==> config.mk <==
export PLATFORM = sky130hd
export DESIGN_NAME = pipe_hazard_ctl_flat
export DESIGN_NICKNAME = d
export VERILOG_FILES = /design/src/rtl/pipe_hazard_ctl_if.sv /design/src/rtl/pipe_hazard_ctl.sv /design/src/flat_wrapper.sv
export SDC_FILE = /design/constraint.sdc
export NUM_CORES = 1
export LEC_CHECK = 0
export CAP_MARGIN = 20
export CELL_PAD_IN_SITES_DETAIL_PLACEMENT = 1
export CELL_PAD_IN_SITES_GLOBAL_PLACEMENT = 1
export CORE_ASPECT_RATIO = 0.5
export CORE_MARGIN = 2
export CORE_UTILIZATION = 35
export DETAILED_ROUTE_END_ITERATION = 10
export GPL_TIMING_DRIVEN = 0
export HOLD_SLACK_MARGIN = 0.02
export MAX_ROUTING_LAYER = met4
export PLACE_DENSITY = 0.86
export SYNTH_ARGS = -nofsm -noshare
export SYNTH_HDL_FRONTEND = slang
export SYNTH_SLANG_ARGS = --single-unit
==> constraint.sdc <==
create_clock -name clk -period 2.8 [get_ports clk]
set_input_delay 0.56 -clock clk [delete_from_list [all_inputs] [get_ports clk]]
set_output_delay 0.56 -clock clk [all_outputs]
set_load 0.005 [all_outputs]
==> src/rtl/pipe_hazard_ctl_if.sv <==
// Hazard-controller bus: ID-stage operand/destination info, EX resolution,
// WB write-back info going in; PC/latch enables and scoreboard view coming out.
// master = pipeline datapath side, slave = pipe_hazard_ctl.
interface pipe_hazard_ctl_if #(
    parameter int REGNOBITS = 4,
    parameter int REGWORDS  = 16
);
    logic                 id_valid;
    logic [REGNOBITS-1:0] id_rs;
    logic [REGNOBITS-1:0] id_rt;
    logic                 id_rs_used;
    logic                 id_rt_used;
    logic                 id_wr_reg;
    logic [REGNOBITS-1:0] id_wregno;
    logic                 id_is_ctl;
    logic                 ex_resolve;
    logic                 ex_mispred;
    logic                 wb_wr_reg;
    logic [REGNOBITS-1:0] wb_wregno;
    logic                 stall_pipe;
    logic                 bubble_id;
    logic                 flush;
    logic                 issue;
    logic [REGWORDS-1:0]  pend_busy;

    modport master (
        output id_valid, id_rs, id_rt, id_rs_used, id_rt_used, id_wr_reg,
               id_wregno, id_is_ctl, ex_resolve, ex_mispred, wb_wr_reg, wb_wregno,
        input  stall_pipe, bubble_id, flush, issue, pend_busy
    );

    modport slave (
        input  id_valid, id_rs, id_rt, id_rs_used, id_rt_used, id_wr_reg,
               id_wregno, id_is_ctl, ex_resolve, ex_mispred, wb_wr_reg, wb_wregno,
        output stall_pipe, bubble_id, flush, issue, pend_busy
    );
endinterface

==> src/rtl/pipe_hazard_ctl.sv <==
// pipe_hazard_ctl: pending-write scoreboard, RAW/WAW hazard detection and
// branch/JAL sequencing for the FE/ID/EX/MEM/WB pipeline.
// Optional feature macro HAZ_WB_BYPASS_EN: when defined, a read of a register
// whose single pending write is being written back this cycle is not a hazard
// (the register file writes on the negative edge).
module pipe_hazard_ctl #(
    parameter int REGNOBITS = 4,
    parameter int REGWORDS  = 16,
    parameter int PENDBITS  = 2
) (
    input  logic              clk,
    input  logic              reset,
    pipe_hazard_ctl_if.slave  bus
);

    typedef enum logic [1:0] {
        ST_RUN      = 2'd0,
        ST_CTL_WAIT = 2'd1,
        ST_FLUSH    = 2'd2
    } state_t;

    localparam logic [PENDBITS-1:0] PEND_MAX = '1;
    localparam logic [PENDBITS-1:0] PEND_ONE = PENDBITS'(1);

    state_t              state_q;
    logic [PENDBITS-1:0] pend_q [REGWORDS];
    logic [PENDBITS-1:0] pend_d [REGWORDS];

    logic rs_hit, rt_hit, rs_byp, rt_byp;
    logic raw_hz, waw_hz, hz;
    logic stall_int, bubble_int, flush_int, issue_int;

    // Hazard detection against the scoreboard, same-cycle from ID inputs.
    always_comb begin
        // NOTE: every combinational output gets a default first so no path leaves it unassigned (no latch).
        rs_hit = bus.id_rs_used && (pend_q[bus.id_rs] != '0);
        rt_hit = bus.id_rt_used && (pend_q[bus.id_rt] != '0);
`ifdef HAZ_WB_BYPASS_EN
        rs_byp = (pend_q[bus.id_rs] == PEND_ONE) && bus.wb_wr_reg && (bus.wb_wregno == bus.id_rs);
        rt_byp = (pend_q[bus.id_rt] == PEND_ONE) && bus.wb_wr_reg && (bus.wb_wregno == bus.id_rt);
`else
        rs_byp = 1'b0;
        rt_byp = 1'b0;
`endif
        raw_hz = bus.id_valid && ((rs_hit && !rs_byp) || (rt_hit && !rt_byp));
        waw_hz = bus.id_valid && bus.id_wr_reg && (pend_q[bus.id_wregno] == PEND_MAX);
        hz     = raw_hz || waw_hz;
    end

    // Pipeline control outputs decoded from state and hazards; forced low in reset.
    always_comb begin
        stall_int  = ((state_q == ST_RUN) && hz) || (state_q == ST_CTL_WAIT);
        bubble_int = stall_int || (state_q == ST_FLUSH);
        flush_int  = (state_q == ST_FLUSH);
        issue_int  = (state_q == ST_RUN) && bus.id_valid && !hz;

        bus.stall_pipe = !reset && stall_int;
        bus.bubble_id  = !reset && bubble_int;
        bus.flush      = !reset && flush_int;
        bus.issue      = !reset && issue_int;
        for (int i = 0; i < REGWORDS; i++) begin
            bus.pend_busy[i] = !reset && (pend_q[i] != '0);
        end
    end

    // Scoreboard next state: +1 on issue of a writer, -1 on write-back,
    // unchanged when both hit the same register; saturates, never wraps.
    always_comb begin
        for (int i = 0; i < REGWORDS; i++) begin
            logic inc, dec;
            inc = issue_int && bus.id_wr_reg && (bus.id_wregno == REGNOBITS'(i));
            dec = bus.wb_wr_reg && (bus.wb_wregno == REGNOBITS'(i));
            pend_d[i] = pend_q[i];
            if (inc && !dec && (pend_q[i] != PEND_MAX)) begin
                pend_d[i] = pend_q[i] + PEND_ONE;
            end else if (dec && !inc && (pend_q[i] != '0)) begin
                pend_d[i] = pend_q[i] - PEND_ONE;
            end
        end
    end

    // Scoreboard registers.
    always_ff @(posedge clk) begin
        // NOTE: the counters are a small flop array, not RAM, so clearing them in reset is cheap and required.
        for (int i = 0; i < REGWORDS; i++) begin
            if (reset) begin
                pend_q[i] <= '0;
            end else begin
                // NOTE: sequential state uses non-blocking assignment so all flops sample pre-edge values.
                pend_q[i] <= pend_d[i];
            end
        end
    end

    // Control sequencing: hold the front end from a branch/JAL issue until EX
    // resolves it, then squash one cycle on a misprediction.
    always_ff @(posedge clk) begin
        if (reset) begin
            state_q <= ST_RUN;
        end else begin
            unique case (state_q)
                ST_RUN: begin
                    if (issue_int && bus.id_is_ctl) state_q <= ST_CTL_WAIT;
                end
                ST_CTL_WAIT: begin
                    if (bus.ex_resolve) state_q <= bus.ex_mispred ? ST_FLUSH : ST_RUN;
                end
                ST_FLUSH: begin
                    state_q <= ST_RUN;
                end
                default: begin
                    state_q <= ST_RUN;
                end
            endcase
        end
    end

    // A write-back to a register with nothing pending means the pipeline and
    // the scoreboard have lost track of each other.
    a_no_dec_at_zero: assert property (
        @(posedge clk) disable iff (reset)
        !(bus.wb_wr_reg && (pend_q[bus.wb_wregno] == '0))
    );

endmodule

==> src/flat_wrapper.sv <==
// flat-port wrapper written by rule: the top's interface ports become plain ports
module pipe_hazard_ctl_flat 
#(
    parameter int REGNOBITS = 4,
    parameter int REGWORDS  = 16,
    parameter int PENDBITS  = 2
)
  (clk, reset, bus_id_valid, bus_id_rs, bus_id_rt, bus_id_rs_used, bus_id_rt_used, bus_id_wr_reg, bus_id_wregno, bus_id_is_ctl, bus_ex_resolve, bus_ex_mispred, bus_wb_wr_reg, bus_wb_wregno, bus_stall_pipe, bus_bubble_id, bus_flush, bus_issue, bus_pend_busy);
  pipe_hazard_ctl_if #(.REGNOBITS(REGNOBITS), .REGWORDS(REGWORDS)) bus_i ();
  input  logic clk;
  input  logic reset;
  input wire logic [$bits(bus_i.id_valid)-1:0] bus_id_valid;
  input wire logic [$bits(bus_i.id_rs)-1:0] bus_id_rs;
  input wire logic [$bits(bus_i.id_rt)-1:0] bus_id_rt;
  input wire logic [$bits(bus_i.id_rs_used)-1:0] bus_id_rs_used;
  input wire logic [$bits(bus_i.id_rt_used)-1:0] bus_id_rt_used;
  input wire logic [$bits(bus_i.id_wr_reg)-1:0] bus_id_wr_reg;
  input wire logic [$bits(bus_i.id_wregno)-1:0] bus_id_wregno;
  input wire logic [$bits(bus_i.id_is_ctl)-1:0] bus_id_is_ctl;
  input wire logic [$bits(bus_i.ex_resolve)-1:0] bus_ex_resolve;
  input wire logic [$bits(bus_i.ex_mispred)-1:0] bus_ex_mispred;
  input wire logic [$bits(bus_i.wb_wr_reg)-1:0] bus_wb_wr_reg;
  input wire logic [$bits(bus_i.wb_wregno)-1:0] bus_wb_wregno;
  output wire logic [$bits(bus_i.stall_pipe)-1:0] bus_stall_pipe;
  output wire logic [$bits(bus_i.bubble_id)-1:0] bus_bubble_id;
  output wire logic [$bits(bus_i.flush)-1:0] bus_flush;
  output wire logic [$bits(bus_i.issue)-1:0] bus_issue;
  output wire logic [$bits(bus_i.pend_busy)-1:0] bus_pend_busy;
  assign bus_i.id_valid = bus_id_valid;
  assign bus_i.id_rs = bus_id_rs;
  assign bus_i.id_rt = bus_id_rt;
  assign bus_i.id_rs_used = bus_id_rs_used;
  assign bus_i.id_rt_used = bus_id_rt_used;
  assign bus_i.id_wr_reg = bus_id_wr_reg;
  assign bus_i.id_wregno = bus_id_wregno;
  assign bus_i.id_is_ctl = bus_id_is_ctl;
  assign bus_i.ex_resolve = bus_ex_resolve;
  assign bus_i.ex_mispred = bus_ex_mispred;
  assign bus_i.wb_wr_reg = bus_wb_wr_reg;
  assign bus_i.wb_wregno = bus_wb_wregno;
  assign bus_stall_pipe = bus_i.stall_pipe;
  assign bus_bubble_id = bus_i.bubble_id;
  assign bus_flush = bus_i.flush;
  assign bus_issue = bus_i.issue;
  assign bus_pend_busy = bus_i.pend_busy;
  pipe_hazard_ctl #(.REGNOBITS(REGNOBITS), .REGWORDS(REGWORDS), .PENDBITS(PENDBITS)) u_core (.clk(clk), .reset(reset), .bus(bus_i));
endmodule
---- After elaboration in Yosys (flattened, before gate mapping) ----
Memory sizes are Yosys's and may differ from the RTL's.
Cells that the tools add are included.
storage, ports and cells
  bits in registers ....................... 2
  bits in writable memories ............... 32
  bits of input ports ..................... 26
  output and inout port bits .............. 20
  word-level logic and storage cells ...... 342
  memories ................................ 1
memories
  name           depth  width  read ports  clocked after Yosys merged registers in  write ports  line                   RTL
  u_core.pend_q  16     2      19          0                                        16           pipe_hazard_ctl.sv:26  logic [PENDBITS-1:0] pend_q [REGWORDS];
cells by class
  add/subtract/negate cells ............... 32
  eq/ne operators ......................... 51
  multiplexer cells ....................... 55
  bitwise gates (word level) .............. 16
  reduce and logical (&&, ||, !) cells .... 186
operators by type and width
  cell                                               number
  logical AND 1 bit                                  126
  two-way mux 2 bit                                  51
  == test 4 bit (second input constant)              16
  != test 2 bit (second input constant)              18
  nonzero test 2 bit                                 18
  logical NOT 1 bit                                  34
  adder 2 x 1 -> 2 bit (second input constant)       16
  == test 4 x 3 -> 1 bit (second input constant)     8
  subtractor 2 x 1 -> 2 bit (second input constant)  16
  == test 4 x 2 -> 1 bit (second input constant)     4
  bitwise OR 1 bit                                   16
  == test 4 x 1 -> 1 bit (second input constant)     2
  logical NOT 4 bit                                  2
  == test 2 bit (second input constant)              2
  logical OR 1 bit                                   4
  case mux 2 bit (2 select lines)                    1
  two-way mux 1 bit                                  3
  == test 2 x 1 -> 1 bit (second input constant)     1
  logical NOT 2 bit                                  1
  AND reduction 2 bit                                1

---- Longest topological paths before layout ----
Gate-level depths: netlist of the first run.
An unclocked memory read counts as a cell.
  depth in word-level cells ............... 16
  depth in mapped cells ................... 12
  gate-level depth less buffers ........... 8

---- Worst setup path after synthesis of the first run ----
Ideal clock, no wire load.
  kind .................................... in2reg
  from .................................... input port bus_id_wregno[0]
  to ...................................... memory u_core.pend_q[9][0]
  library setup time ...................... 134 ps
  arrival ................................. 2798 ps
  data required time ...................... 2666 ps
  slack ................................... -132 ps
  stages .................................. 10
  path buffers ............................ 2
  cells stage by stage .................... buf_6 > mux4_1 > mux2i_1 > mux2_1 > a21oi_2 > or2_1 > buf_6 > o31a_1 > and4b_1 > or4_1
RTL lines
  item                line                   RTL
  start: declaration  flat_wrapper.sv:18     input wire logic [$bits(bus_i.id_wregno)-1:0] bus_id_wregno;
  end: declaration    pipe_hazard_ctl.sv:26

---- Worst setup path in the final report of the first run ----
  from .................................... input port bus_id_wregno[0]
  to ...................................... output port bus_bubble_id
between the ends
  word-level cells in the longest chain between the ends .. 8
RTL lines
  item                 line                   RTL
  memory (16 x 2 bit)  --
  == test 2 bit        pipe_hazard_ctl.sv:46  waw_hz = bus.id_valid && bus.id_wr_reg && (pend_q[bus.id_wregno] == PEND_MAX);
  logical AND 1 bit    pipe_hazard_ctl.sv:46
  logical OR 1 bit     pipe_hazard_ctl.sv:47  hz = raw_hz || waw_hz;
  logical AND 1 bit    pipe_hazard_ctl.sv:52  stall_int = ((state_q == ST_RUN) && hz) || (state_q == ST_CTL_WAIT);
  logical OR 1 bit     pipe_hazard_ctl.sv:52
  logical OR 1 bit     pipe_hazard_ctl.sv:53  bubble_int = stall_int || (state_q == ST_FLUSH);
  logical AND 1 bit    pipe_hazard_ctl.sv:58  bus.bubble_id = !reset && bubble_int;
  end: declaration     flat_wrapper.sv:25     output wire logic [$bits(bus_i.bubble_id)-1:0] bus_bubble_id;
Every way passes these cells.

==> impl_metrics.env, run 1 <==
export IMPL_status="finished, violations left"
export IMPL_violations="setup timing"
export IMPL_setup_tns_ns=-0.821
export IMPL_start_util=0.366
export IMPL_busiest_layer="met2"
export IMPL_grt_max_degree=11
export IMPL_async_flop_share=0
export IMPL_portBuffers=43
export IMPL_period_minus_slack_ns=3.05
export IMPL_die_area_mm2=0.00851
export IMPL_overflow=0
export IMPL_hold_viol=0
export IMPL_worstMarginPinSlew_ns=0.718
export IMPL_ff2ff_setup_slack_ns=-0.07
export IMPL_firstDrtPassIters=5
export IMPL_grt_setup_unrepaired="yes"
export IMPL_core_rowCount=22
export IMPL_layout_drive_gt1_share=0.313
export IMPL_hold_path_cell_count=2
export IMPL_timing_fmax_mhz=328
export IMPL_synth_top_family_by_area="simple AND/OR/NAND/NOR gates"
export IMPL_critical_path_required_ns=2.24
export IMPL_grt_use_total=0.267
export IMPL_grtUsageMet2=0.437
export IMPL_syn_inst=356
export IMPL_insertedDiodeCount=0
export IMPL_worst_slack_ns=-0.253
export IMPL_cts_made_buffers=5
export IMPL_cts_sinks=34
export IMPL_yosysWarnings=0
export IMPL_power_density_mw_per_mm2=362
export IMPL_slew_limit_headroom=0.521
export IMPL_r2r_start="u_core.pend_q[3][1]"
export IMPL_synthXorXnorAreaFrac=0
export IMPL_cts_root_buffer="clkbuf_16"
export IMPL_first_global_vias=3125
export IMPL_grt_pass1_wl_um=16800
export IMPL_vias_per_cell=6.62
export IMPL_synth_flop_cell="dfxtp_1"
export IMPL_cp_end_kind="primary output"
export IMPL_core_region_area_mm2=0.00740
export IMPL_synth_adder_area_share=0
export IMPL_synth_compound_gate_area_share=0.191
export IMPL_multi_input_area_mm2=0.00221
export IMPL_use_met1=0.346
export IMPL_use_met3=0.0526
export IMPL_clkTransAtPathRegs_ns=0.05
export IMPL_drt_wl_total_um=12400
export IMPL_area_growth_pct=43.9
export IMPL_syn_nets=382
export IMPL_fin_skew_ns=0.0112
export IMPL_die_w_um=128
export IMPL_syn_avg_cell_area_um2=7.62
export IMPL_synth_simple_area_share=0.369
export IMPL_cts_tree="yes"
export IMPL_die_h_um=66.2
export IMPL_fillers=851
export IMPL_finalCoreUtilization=0.527
export IMPL_ant_nets=0
export IMPL_post_place_ws_ns=-1.23
export IMPL_slew_viol_final=0
export IMPL_pin_count=46
export IMPL_p_leak_nw=1.44
export IMPL_htree_num_levels=2
export IMPL_period_share=1.09
export IMPL_peakVddDrop_v=0.000218
export IMPL_clock_latency_ns=0.30
export IMPL_worstHoldEndpoint="u_core.pend_q[14][1]"
export IMPL_clock_path_buffers=2
export IMPL_fin_worst_hold_slack_ns=0.521
export IMPL_crit_type="in2out"
export IMPL_synth_area_mm2=0.00271
export IMPL_cp_start_kind="primary input"
export IMPL_yosysUniqueCellTypes=49
export IMPL_path_max_fanout=10
export IMPL_wl_per_cell_um=24.0
export IMPL_synth_seq_cells=34
export IMPL_cts_hold_buf=0
export IMPL_worstHoldStart="u_core.pend_q[14][1]"
export IMPL_regArea_um2=719
export IMPL_vias=3410
export IMPL_layout_nets=445
export IMPL_dp_hpwl_um=7730
export IMPL_reg2reg_to="u_core.pend_q[5][0]"
export IMPL_worstRegToRegCells=11
export IMPL_synth_mux_area_fraction=0.150
export IMPL_ys_seq_area_frac=0.251
export IMPL_drc=0
export IMPL_synth_edf_count=0
export IMPL_antenna_found_initial=0
export IMPL_critPathArrivalTime_ns=2.49
export IMPL_setup_viol=6
export IMPL_first_iter_violations=458
export IMPL_hold_class="reg2reg"
export IMPL_cap_violations=0
export IMPL_gp_congestion=0.995
[placed cells by master, fill, tap and decap left out, drive strengths merged, types with 11 or more instances in the layout]
cell type	Yosys	final
a21oi	25	25
buf	9	29
clkbuf	9	15
clkdlybuf4s50	0	31
dfxtp	34	34
mux4	13	13
nand2	24	24
nand2b	16	16
nand3	15	15
nand4	11	11
nor2	59	59
nor3	19	19
o21ai	23	23
[how the worst max path moves through the flow]
stage / start / to / slack [ns]
after floorplan: bus_id_wregno[0] / bus_bubble_id / -0.01
after global placement: bus_id_wregno[1] / bus_bubble_id / -1.22
after detailed placement: bus_id_wregno[1] / bus_bubble_id / -1.23
after CTS: bus_id_wregno[0] / bus_bubble_id / -0.26
after global routing: bus_id_wregno[0] / bus_bubble_id / -0.30
final: bus_id_wregno[0] / bus_bubble_id / -0.25
[cell usage after synthesis, drive strengths merged (2+ instances only)]
library cell / number / area share
o31a: 4 / 0.013
buf: 9 / 0.020
and2: 5 / 0.012
nand2: 24 / 0.033
nor2b: 4 / 0.0092
a211oi: 10 / 0.028
o21a: 5 / 0.014
mux4: 13 / 0.11
a21boi: 2 / 0.0055
o21ai: 23 / 0.042
nand4: 11 / 0.025
inv: 3 / 0.0042
nor4: 6 / 0.014
nand4b: 3 / 0.0097
o311a: 2 / 0.0074
mux2i: 10 / 0.037
a21oi: 25 / 0.048
nor3: 19 / 0.035
or4b: 2 / 0.0074
nand2b: 16 / 0.037
nor2: 59 / 0.082
a21o: 2 / 0.0055
or2: 5 / 0.012
nand3: 15 / 0.028
a211o: 2 / 0.0065
nand3b: 4 / 0.011
dfxtp: 34 / 0.25
and3: 10 / 0.023
nor3b: 6 / 0.017
clkbuf: 9 / 0.012
[per-layer routing]
metal / wire length [um] / part of all wire
met1: 4870 / 0.39
met2: 5670 / 0.46
met3: 1320 / 0.11
met4: 520 / 0.042
met5: 0 / 0
[sequential cells by signal, summed over array words and instances (netlist names)]
| signal | count |
|---|---|
| u_core.state_q | 2 |
| u_core.pend_q | 32 |
[stage by stage]
step	instance area, um2	total power, mW	std cells
finish	3900	1.41	515
global route	3900	1.45	515
CTS	3650	1.36	510
detailed placement	3290	0.700	495
global placement	3290	0.696	495
floorplan	2740	0.609	356
[report_power, final]
group | switching, mW | total (mW) | internal (mW) | leakage, nW
Clock | 0.230 | 0.670 | 0.440 | 0.0829
Sequential | 0.00699 | 0.491 | 0.484 | 0.287
Combinational | 0.142 | 0.252 | 0.110 | 1.07
[cell families after synthesis]
kind of cell / count (synthesis)
multiplexers: 24
AND/OR/NAND/NOR: 194
AO/OA/AOI/OAI: 82
buffers and inverters: 22
flip-flops: 34
[timing repair]
item / CTS / global route
resized for setup: 89 / 65
pin swaps: 7 / 17
cloned: 0 / 0
endpoints found under the setup margin: 51 / 48
buffers inserted: 8 / 7
endpoints found under the hold margin: 0 / 0
[cell type report]
class                           instances  share of cell area
Clock buffer                            6              0.0356
Sequential cell                        34               0.184
Clock inverter                          1             0.00769
Multi-Input combinational cell        300               0.566
Timing Repair Buffer                   57               0.139
Inverter                                4             0.00417
Buffer                                 17              0.0327
Tap cell                               96              0.0308
[worst max-delay path: stages]
cell     delay (ns)
buf_12         0.12
buf_2          0.19
nor2_1         0.32
a22oi_1        0.17
nand4_1        0.18
a21oi_4        0.08
or3_4          0.36
a21oi_4        0.13
nor2_2         0.05
or2_4          0.22
buf_6          0.11
(Power assumes the default switching activity.)
==> run 2, diff against run 1 <==
Settings changed: CTS_CLUSTER_DIAMETER set to 80.
==> results of run 2 <==
Same layout as run 1: the final DEF is identical, and so are final timing and power.
